## src/rtl/fft16_pkg.sv

```systemverilog
// rtl/fft16_pkg.sv - shared constants, sample type and helpers for the 16-point FFT datapath
package fft16_pkg;

  localparam int FFT_N      = 16;
  localparam int BEATS      = 8;
  localparam int BC_W       = 3;
  localparam int IDX_W      = 4;
  localparam int DW_DEFAULT = 16;

  typedef struct packed {
    logic [DW_DEFAULT-1:0] re;
    logic [DW_DEFAULT-1:0] im;
  } cplx_t;

  // Beat k carries natural-order samples 2k (even) and 2k+1 (odd).
  function automatic logic [IDX_W-1:0] word_idx(input logic [BC_W-1:0] beat, input logic odd);
    return {beat, odd};
  endfunction

endpackage

```

## src/rtl/fft16_frame_buf.sv

```systemverilog
// rtl/fft16_frame_buf.sv - one 16-word complex frame buffer, 2-word write per beat, full parallel read
module fft16_frame_buf
  import fft16_pkg::*;
#(
  parameter int DW = DW_DEFAULT
) (
  input  logic                clk,
  input  logic                rst_n,
  input  logic                we,
  input  logic [BC_W-1:0]     beat,
  input  logic [DW-1:0]       w0_re,
  input  logic [DW-1:0]       w0_im,
  input  logic [DW-1:0]       w1_re,
  input  logic [DW-1:0]       w1_im,
  output logic [FFT_N*DW-1:0] rd_re,
  output logic [FFT_N*DW-1:0] rd_im
);

  logic [DW-1:0] re_q [FFT_N];
  logic [DW-1:0] im_q [FFT_N];

  always_ff @(posedge clk or negedge rst_n) begin
    if (!rst_n) begin
      for (int i = 0; i < FFT_N; i++) begin
        re_q[i] <= '0;
        im_q[i] <= '0;
      end
    end else if (we) begin
      re_q[word_idx(beat, 1'b0)] <= w0_re;
      im_q[word_idx(beat, 1'b0)] <= w0_im;
      re_q[word_idx(beat, 1'b1)] <= w1_re;
      im_q[word_idx(beat, 1'b1)] <= w1_im;
    end
  end

  for (genvar n = 0; n < FFT_N; n++) begin : g_rd
    assign rd_re[n*DW +: DW] = re_q[n];
    assign rd_im[n*DW +: DW] = im_q[n];
  end

endmodule

```

## src/rtl/fft16_ser2par.sv

```systemverilog
// rtl/fft16_ser2par.sv - ping-pong serial-to-parallel frame assembler feeding the FFT core
module fft16_ser2par
  import fft16_pkg::*;
#(
  parameter int DW = DW_DEFAULT
) (
  input  logic                clk,
  input  logic                rst_n,
  input  logic                in_valid,
  output logic                in_ready,
  input  logic                in_sof,
  input  logic [DW-1:0]       in0_re,
  input  logic [DW-1:0]       in0_im,
  input  logic [DW-1:0]       in1_re,
  input  logic [DW-1:0]       in1_im,
  output logic                out_valid,
  input  logic                out_ready,
  output logic [FFT_N*DW-1:0] out_re,
  output logic [FFT_N*DW-1:0] out_im,
  output logic                frame_err
);

  logic [1:0]      full_q;
  logic            wp_q;
  logic            rp_q;
  logic [BC_W-1:0] bc_q;
  logic            frame_err_q;

  logic            accept;
  logic            take;
  logic            resync;
  logic            last_beat;
  logic [BC_W-1:0] wr_beat;
  logic [1:0]      set_mask;
  logic [1:0]      clr_mask;

  logic [FFT_N*DW-1:0] b0_re, b0_im, b1_re, b1_im;

  assign in_ready  = !full_q[wp_q];
  assign out_valid = full_q[rp_q];
  assign accept    = in_valid && in_ready;
  assign take      = out_valid && out_ready;

  // A start marker mid-frame restarts the current buffer at beat 0; old words are simply overwritten.
  assign resync    = accept && in_sof && (bc_q != '0);
  assign wr_beat   = resync ? '0 : bc_q;
  assign last_beat = accept && (wr_beat == BC_W'(BEATS - 1));

  // Fill needs f[wp]=0 and take needs f[rp]=1, so the two masks never hit the same bit.
  assign set_mask = last_beat ? (wp_q ? 2'b10 : 2'b01) : 2'b00;
  assign clr_mask = take      ? (rp_q ? 2'b10 : 2'b01) : 2'b00;

  always_ff @(posedge clk or negedge rst_n) begin
    if (!rst_n) begin
      full_q      <= 2'b00;
      wp_q        <= 1'b0;
      rp_q        <= 1'b0;
      bc_q        <= '0;
      frame_err_q <= 1'b0;
    end else begin
      frame_err_q <= resync;
      full_q      <= (full_q & ~clr_mask) | set_mask;
      if (accept)    bc_q <= wr_beat + BC_W'(1);
      if (last_beat) wp_q <= !wp_q;
      if (take)      rp_q <= !rp_q;
    end
  end

  assign frame_err = frame_err_q;

  fft16_frame_buf #(.DW(DW)) u_buf0 (
    .clk   (clk),
    .rst_n (rst_n),
    .we    (accept && !wp_q),
    .beat  (wr_beat),
    .w0_re (in0_re),
    .w0_im (in0_im),
    .w1_re (in1_re),
    .w1_im (in1_im),
    .rd_re (b0_re),
    .rd_im (b0_im)
  );

  fft16_frame_buf #(.DW(DW)) u_buf1 (
    .clk   (clk),
    .rst_n (rst_n),
    .we    (accept && wp_q),
    .beat  (wr_beat),
    .w0_re (in0_re),
    .w0_im (in0_im),
    .w1_re (in1_re),
    .w1_im (in1_im),
    .rd_re (b1_re),
    .rd_im (b1_im)
  );

  assign out_re = rp_q ? b1_re : b0_re;
  assign out_im = rp_q ? b1_im : b0_im;

endmodule

```

## config.mk

```make
export PLATFORM = sky130hd
export DESIGN_NAME = fft16_ser2par
export DESIGN_NICKNAME = d
export VERILOG_FILES = /design/src/rtl/fft16_pkg.sv /design/src/rtl/fft16_frame_buf.sv /design/src/rtl/fft16_ser2par.sv
export SDC_FILE = /design/constraint.sdc
export NUM_CORES = 1
export LEC_CHECK = 0
export ABC_AREA = 1
export CAP_MARGIN = 25
export CORE_MARGIN = 2
export CORE_UTILIZATION = 45
export CTS_BUF_LIST = sky130_fd_sc_hd__clkbuf_8
export DETAILED_ROUTE_END_ITERATION = 12
export GPL_TIMING_DRIVEN = 0
export PLACE_DENSITY = 0.77
export RECOVER_POWER = 50
export SLEW_MARGIN = 25
export SYNTH_ARGS = -nofsm -noshare
export SYNTH_HDL_FRONTEND = slang
export SYNTH_SLANG_ARGS = --single-unit
```

## constraint.sdc

```tcl
create_clock -name clk -period 3.3 [get_ports clk]
set_input_delay 0.33 -clock clk [delete_from_list [all_inputs] [get_ports clk]]
set_output_delay 0.33 -clock clk [all_outputs]
set_load 0.05 [all_outputs]
```

## After elaboration in Yosys (flattened, before gate mapping)

Cells that the tools add are included.

- Add/sub/neg operators: 1
- Order comparisons: 6
- Eq/ne operators: 1
- Muxes and demuxes: 23
- Bitwise operators: 5
- Reductions and logical operators: 13

Operators with widths:

| operator | number |
|---|---|
| bitwise mux 256 bit | 8 |
| 2-to-1 mux 256 bit | 2 |
| demux 16 bit (select 4 bit) | 2 |
| 2-to-1 mux 16 bit | 2 |
| greater-or-equal comparator 5 bit, second input constant | 2 |
| < comparator 5 x 1 -> 1 bit, second input constant | 2 |
| inverter 4 -> 5 bit | 2 |
| logical AND 1 bit | 9 |
| 2-to-1 mux 2 bit | 4 |
| < comparator 1 x 2 -> 1 bit, second input constant | 2 |
| 2-to-1 mux 1 bit | 4 |
| adder 3 x 1 -> 3 bit, second input constant | 1 |
| equality test 3 bit, second input constant | 1 |
| zero test 1 bit | 3 |
| 2-to-1 mux 3 bit | 1 |
| nonzero test 3 bit | 1 |
| bitwise AND 2 bit | 1 |
| inverter 2 bit | 1 |
| OR 2 bit | 1 |

- Bits in registers: 1032
- Bits of input ports: 69
- Output and inout bits: 515
- Word-level logic and storage cells: 118

## Logic depth before layout (Yosys ltp)

- Word-level depth: 14
- Depth in mapped cells: 12
- Depth with buffers taken out: 10

## Hierarchy

A second synthesis with hierarchy kept.

- Cells, all modules: 6288
- Area total of the unflattened synthesis: 47905.9 sq um

By module, submodules not included:

| module | instances | cells an instance | area each (sq um) |
|---|---|---|---|
| fft16_frame_buf | 2 | 2291 | 20432.1 |
| fft16_ser2par | 1 | 1706 | 7041.8 |

## Least setup slack after synthesis

Ideal clock, no wire load.

- Kind: reg-to-output
- Start: reg rp_q
- End: out out_im[255]
- Data arrival time: 2.141 ns
- Data required time: 2.970 ns
- Path slack: 0.829 ns
- Stages on the path, launching flop included: 6
- Path buffers: 4
- Cells stage by stage: dfrtp_1 buf_2 buf_2 buf_1 clkbuf_1 o21ai_0

- Cells in the longest elaborated chain, start to end: 1

Ends and longest elaborated chain:

| item | RTL line | RTL |
|---|---|---|
| from (decl) | fft16_ser2par.sv:25 | `logic rp_q;` |
| from (signal assigned) | fft16_ser2par.sv:65 | `if (take) rp_q <= !rp_q;` |
| 2-to-1 mux 256 bit | fft16_ser2par.sv:98 | `assign out_im = rp_q ? b1_im : b0_im;` |
| to (decl) | fft16_ser2par.sv:19 | `output logic [FFT_N*DW-1:0] out_im,` |

Every way passes these cells.

## Worst setup path in the final report

- Start: reg rp_q
- End: out out_re[66]

- Cells in the longest elaborated chain, start to end: 1

Ends and longest elaborated chain:

| item | RTL line | RTL |
|---|---|---|
| 2-to-1 mux 256 bit | fft16_ser2par.sv:97 | `assign out_re = rp_q ? b1_re : b0_re;` |
| to (decl) | fft16_ser2par.sv:18 | `output logic [FFT_N*DW-1:0] out_re,` |

Every way passes these cells.

==> out/results.txt <==
Outcome = finished, violations left
Violations in the final reports = capacitance limit, slew limit
Data arrival time of the critical path = 2.95 ns
Leakage Power = 31.3 nW
Die Wd = 332 µm
Setup repair bufs after CTS = 0
Crit path cell chain = buf_4 > buf_6 > buf_6 > clkbuf_2 > nand2_1 > o21ai_0 > clkdlybuf4s15_2
Total clock sinks = 1032
CP startpoint = rp_q
Worst Path Required = 2.97 ns
Mapped Cells = 6232
Power Total = 73.6 mW
Area inside the core boundary = 107000 µm²
RSZ-0062 raised after global routing = yes
Power per standard cell area = 1260 nW/µm²
Cells on Worst Hold Path = 3
Pin count of the biggest net entering global routing = 136
Minimum setup slack after placement = -1.30 ns
Number of search-and-repair iterations in the first detailed-routing pass = 6
CP most frequent cell = sky130_fd_sc_hd__buf_6
Io pins = 584
Cell at the root of the clock tree = sky130_fd_sc_hd__clkbuf_8
Final critical delay including setup and external delays = 3.28 ns
Setup slack, reg-to-reg = 0.05 ns
Overall via count from detail_route = 45100
Launch instance of the worst min-delay path = in0_re[7]
Cell Area, Synth = 48300 µm²
Row count = 120
Mean area per synthesized cell = 7.76 µm²
Peak per-stage delay on the critical path = 0.47 ns
Count of fill cells added during filler insertion = 9854
FF+latch count, synth = 1032
Final count of pins violating max slew = 344
Synthesis-to-layout area growth = 21.0%
Die footprint = 110000 µm²
Average detailed-routed wire length per instance = 21.4 µm
Mapped Nets = 6303
Total routing resource utilization after global routing = 32.7%
Worst Hold Endpoint = u_buf1.rd_re[167]
Sum of net half-perimeters after detailed placement = 132000 µm
Detailed Route Iter0 Violations = 4967
Clock buffer depth = 3
Cell type of the slowest stage on the worst timing path = sky130_fd_sc_hd__clkdlybuf4s15_2
Setup Skew = 0.0341 ns
Most common cell after layout, fill and taps aside = sky130_fd_sc_hd__nand2_1
DRT antenna net count = 0
Storage element area = 25800 µm²
Crit path launch type = register
Clock tree from TritonCTS = done
Ratio of cells with drive above 1 in the final layout = 14.7%
Final Hold Fails = 0
Critical-path maximum fanout = 10
Top library cells by usage in the layout, fill and taps aside = sky130_fd_sc_hd__nand2_1, sky130_fd_sc_hd__dfrtp_1, sky130_fd_sc_hd__inv_1
Via count of the first global-routing pass = 42400
Count of endpoints failing setup in the final report = 0
Post-Route WL = 183000 µm
Initial Util = 45.3%
Number of antenna violations at the first check in global routing = 9
Highest clock rate = 305 MHz
Vias/cell = 5.28
Insertion delay of the later-clocked pin in the worst-skew pair = 0.87 ns
Pin slew with the least headroom to its limit = 2.30 ns
Global routing usage on met3 = 8.75%
Placer's final routability congestion estimate = 0.935
Global-route track usage on met2 = 48.3%
Final worst-path cycle share = 99.3%
Count of port buffers added during placement = 583
Number of distinct library cells after synthesis = 24
Footprint of the multi-input gates = 18400 µm²
Most Crowded Layer GR = met2
Die height = 332 µm
Critical path class = reg -> out
H-tree depth = 4
Max-cap violations = 4
Share of the core filled with cells = 54.8%
Sequential fraction of the synthesis area = 53.4%
Max_slew headroom = -53.2%
Total DRC errors in the routed layout = 0
Worst setup EP type = output port
Hold/Removal Path Class = in -> reg
R2R Path End = u_buf1.rd_im[149]
Total congestion overflow after global routing = 0
Launching point of the worst reg2reg path = wp_q
CTS Buf Count = 170
GR Layer Usage met1 = 43.1%
Final net count = 7071
First-pass GRT wire length = 269000 µm
Worst r2r path cells = 11
Max rail drop VDD = 0.979 mV
Clock edge transition at the registers on the reported setup and hold paths = 0.07 ns
Final critical-path setup slack = 0.0243 ns
Synth warnings = 0
[cells in the mapped netlist (all sizes together)]
master / n / area (µm²)
clkbuf: 262 / 983
dfrtp: 1032 / 25800
inv: 598 / 2240
buf: 183 / 941
or2: 1 / 6.26
nand4: 6 / 62.6
a21oi: 1 / 5.00
nor2: 20 / 165
nor3: 2 / 10.0
o21bai: 512 / 3840
o22ai: 1 / 6.26
nand3: 7 / 35.0
o21ai: 521 / 2610
ha: 2 / 25.0
xor2: 1 / 8.76
nand2: 3083 / 11600
[power by group]
group	total, mW	switching [mW]	leakage (nW)	internal [mW]
Combinational	41.1	30.4	17.1	10.6
Sequential	21.1	2.75	12.3	18.4
Clock	11.4	5.46	1.97	5.91
Total	73.6	38.6	31.3	34.9
[layer usage]
| metal | vias to the layer above | wire [µm] |
|---|---|---|
| li1 | 20500 | - |
| met5 | - | 26 |
| met4 | 4 | 12200 |
| met1 | 21700 | 72300 |
| met3 | 484 | 19000 |
| met2 | 2385 | 79200 |
[worst max-delay path by stage]
stage	slack, ns	end
floorplan	0.83	out_im[255]
global placement	-44.95	u_buf0.rd_re[233]
detailed placement	-1.30	out_im[96]
CTS	-0.11	out_im[73]
global route	-0.01	out_re[125]
finish	0.02	out_re[66]
[flip-flops by register name, indices dropped and copies added (netlist names)]
name	cells
full_q	2
u_buf0.rd_im	256
u_buf1.rd_im	256
wp_q	1
u_buf0.rd_re	256
rp_q	1
bc_q	3
u_buf1.rd_re	256
frame_err	1
[through the flow]
stage / hold slack, ns / setup TNS [ns] / instance area, µm² / instances
floorplan: 0.0344 / 0 / 48300 / 6232
detailed placement: 0.259 / -401.19 / 56200 / 8228
global placement: 0.453 / - / 55900 / 8218
CTS: 0.0380 / -0.644 / 59000 / 8536
finish: 0.132 / 0 / 58500 / 8544
global route: 0.120 / -0.0577 / 58500 / 8538
[area by class of cell]
| cell class | count | area share (%) |
|---|---|---|
| flip-flops and latches | 1032 | 44.1 |
| multi-input cells | 4157 | 31.5 |
| repair buffers | 596 | 7.96 |
| clock buffers | 210 | 4.94 |
| inverters | 598 | 3.84 |
| plain buffers | 445 | 3.77 |
| well taps | 1403 | 3.00 |
| clock inverters | 95 | 0.874 |
| diodes | 8 | 0.0342 |
[logic make-up (layout without fill, tap and decap cells)]
family                   after synthesis  after routing  share of synthesized area (%)
AND/OR/NAND/NOR                     3119           3119                           24.5
buffers and inverters               1043           1944                           8.62
AO/OA/AOI/OAI                       1035           1035                           13.4
flip-flops                          1032           1032                           53.4
adder cells (fa/ha/maj)                2              2                         0.0517
XOR/XNOR                               1              1                         0.0181
other                                  0              8                              0
[what timing repair did]
item	in CTS	in global routing
hold endpoints to repair	154	0
hold buffers	3	0
cloned	0	0
endpoints found under the setup margin	513	209
gates resized for setup	2797	235
[worst max-delay path, delay by kind of cell, from the launching register on]
kind                   cells  cell delay (ns)
AND/OR/NAND/NOR            1             0.08
AO/OA/AOI/OAI              1             0.30
flip-flops                 1             0.33
buffers and inverters      5             1.36
No activity file was read; power rests on OpenSTA's default activity.
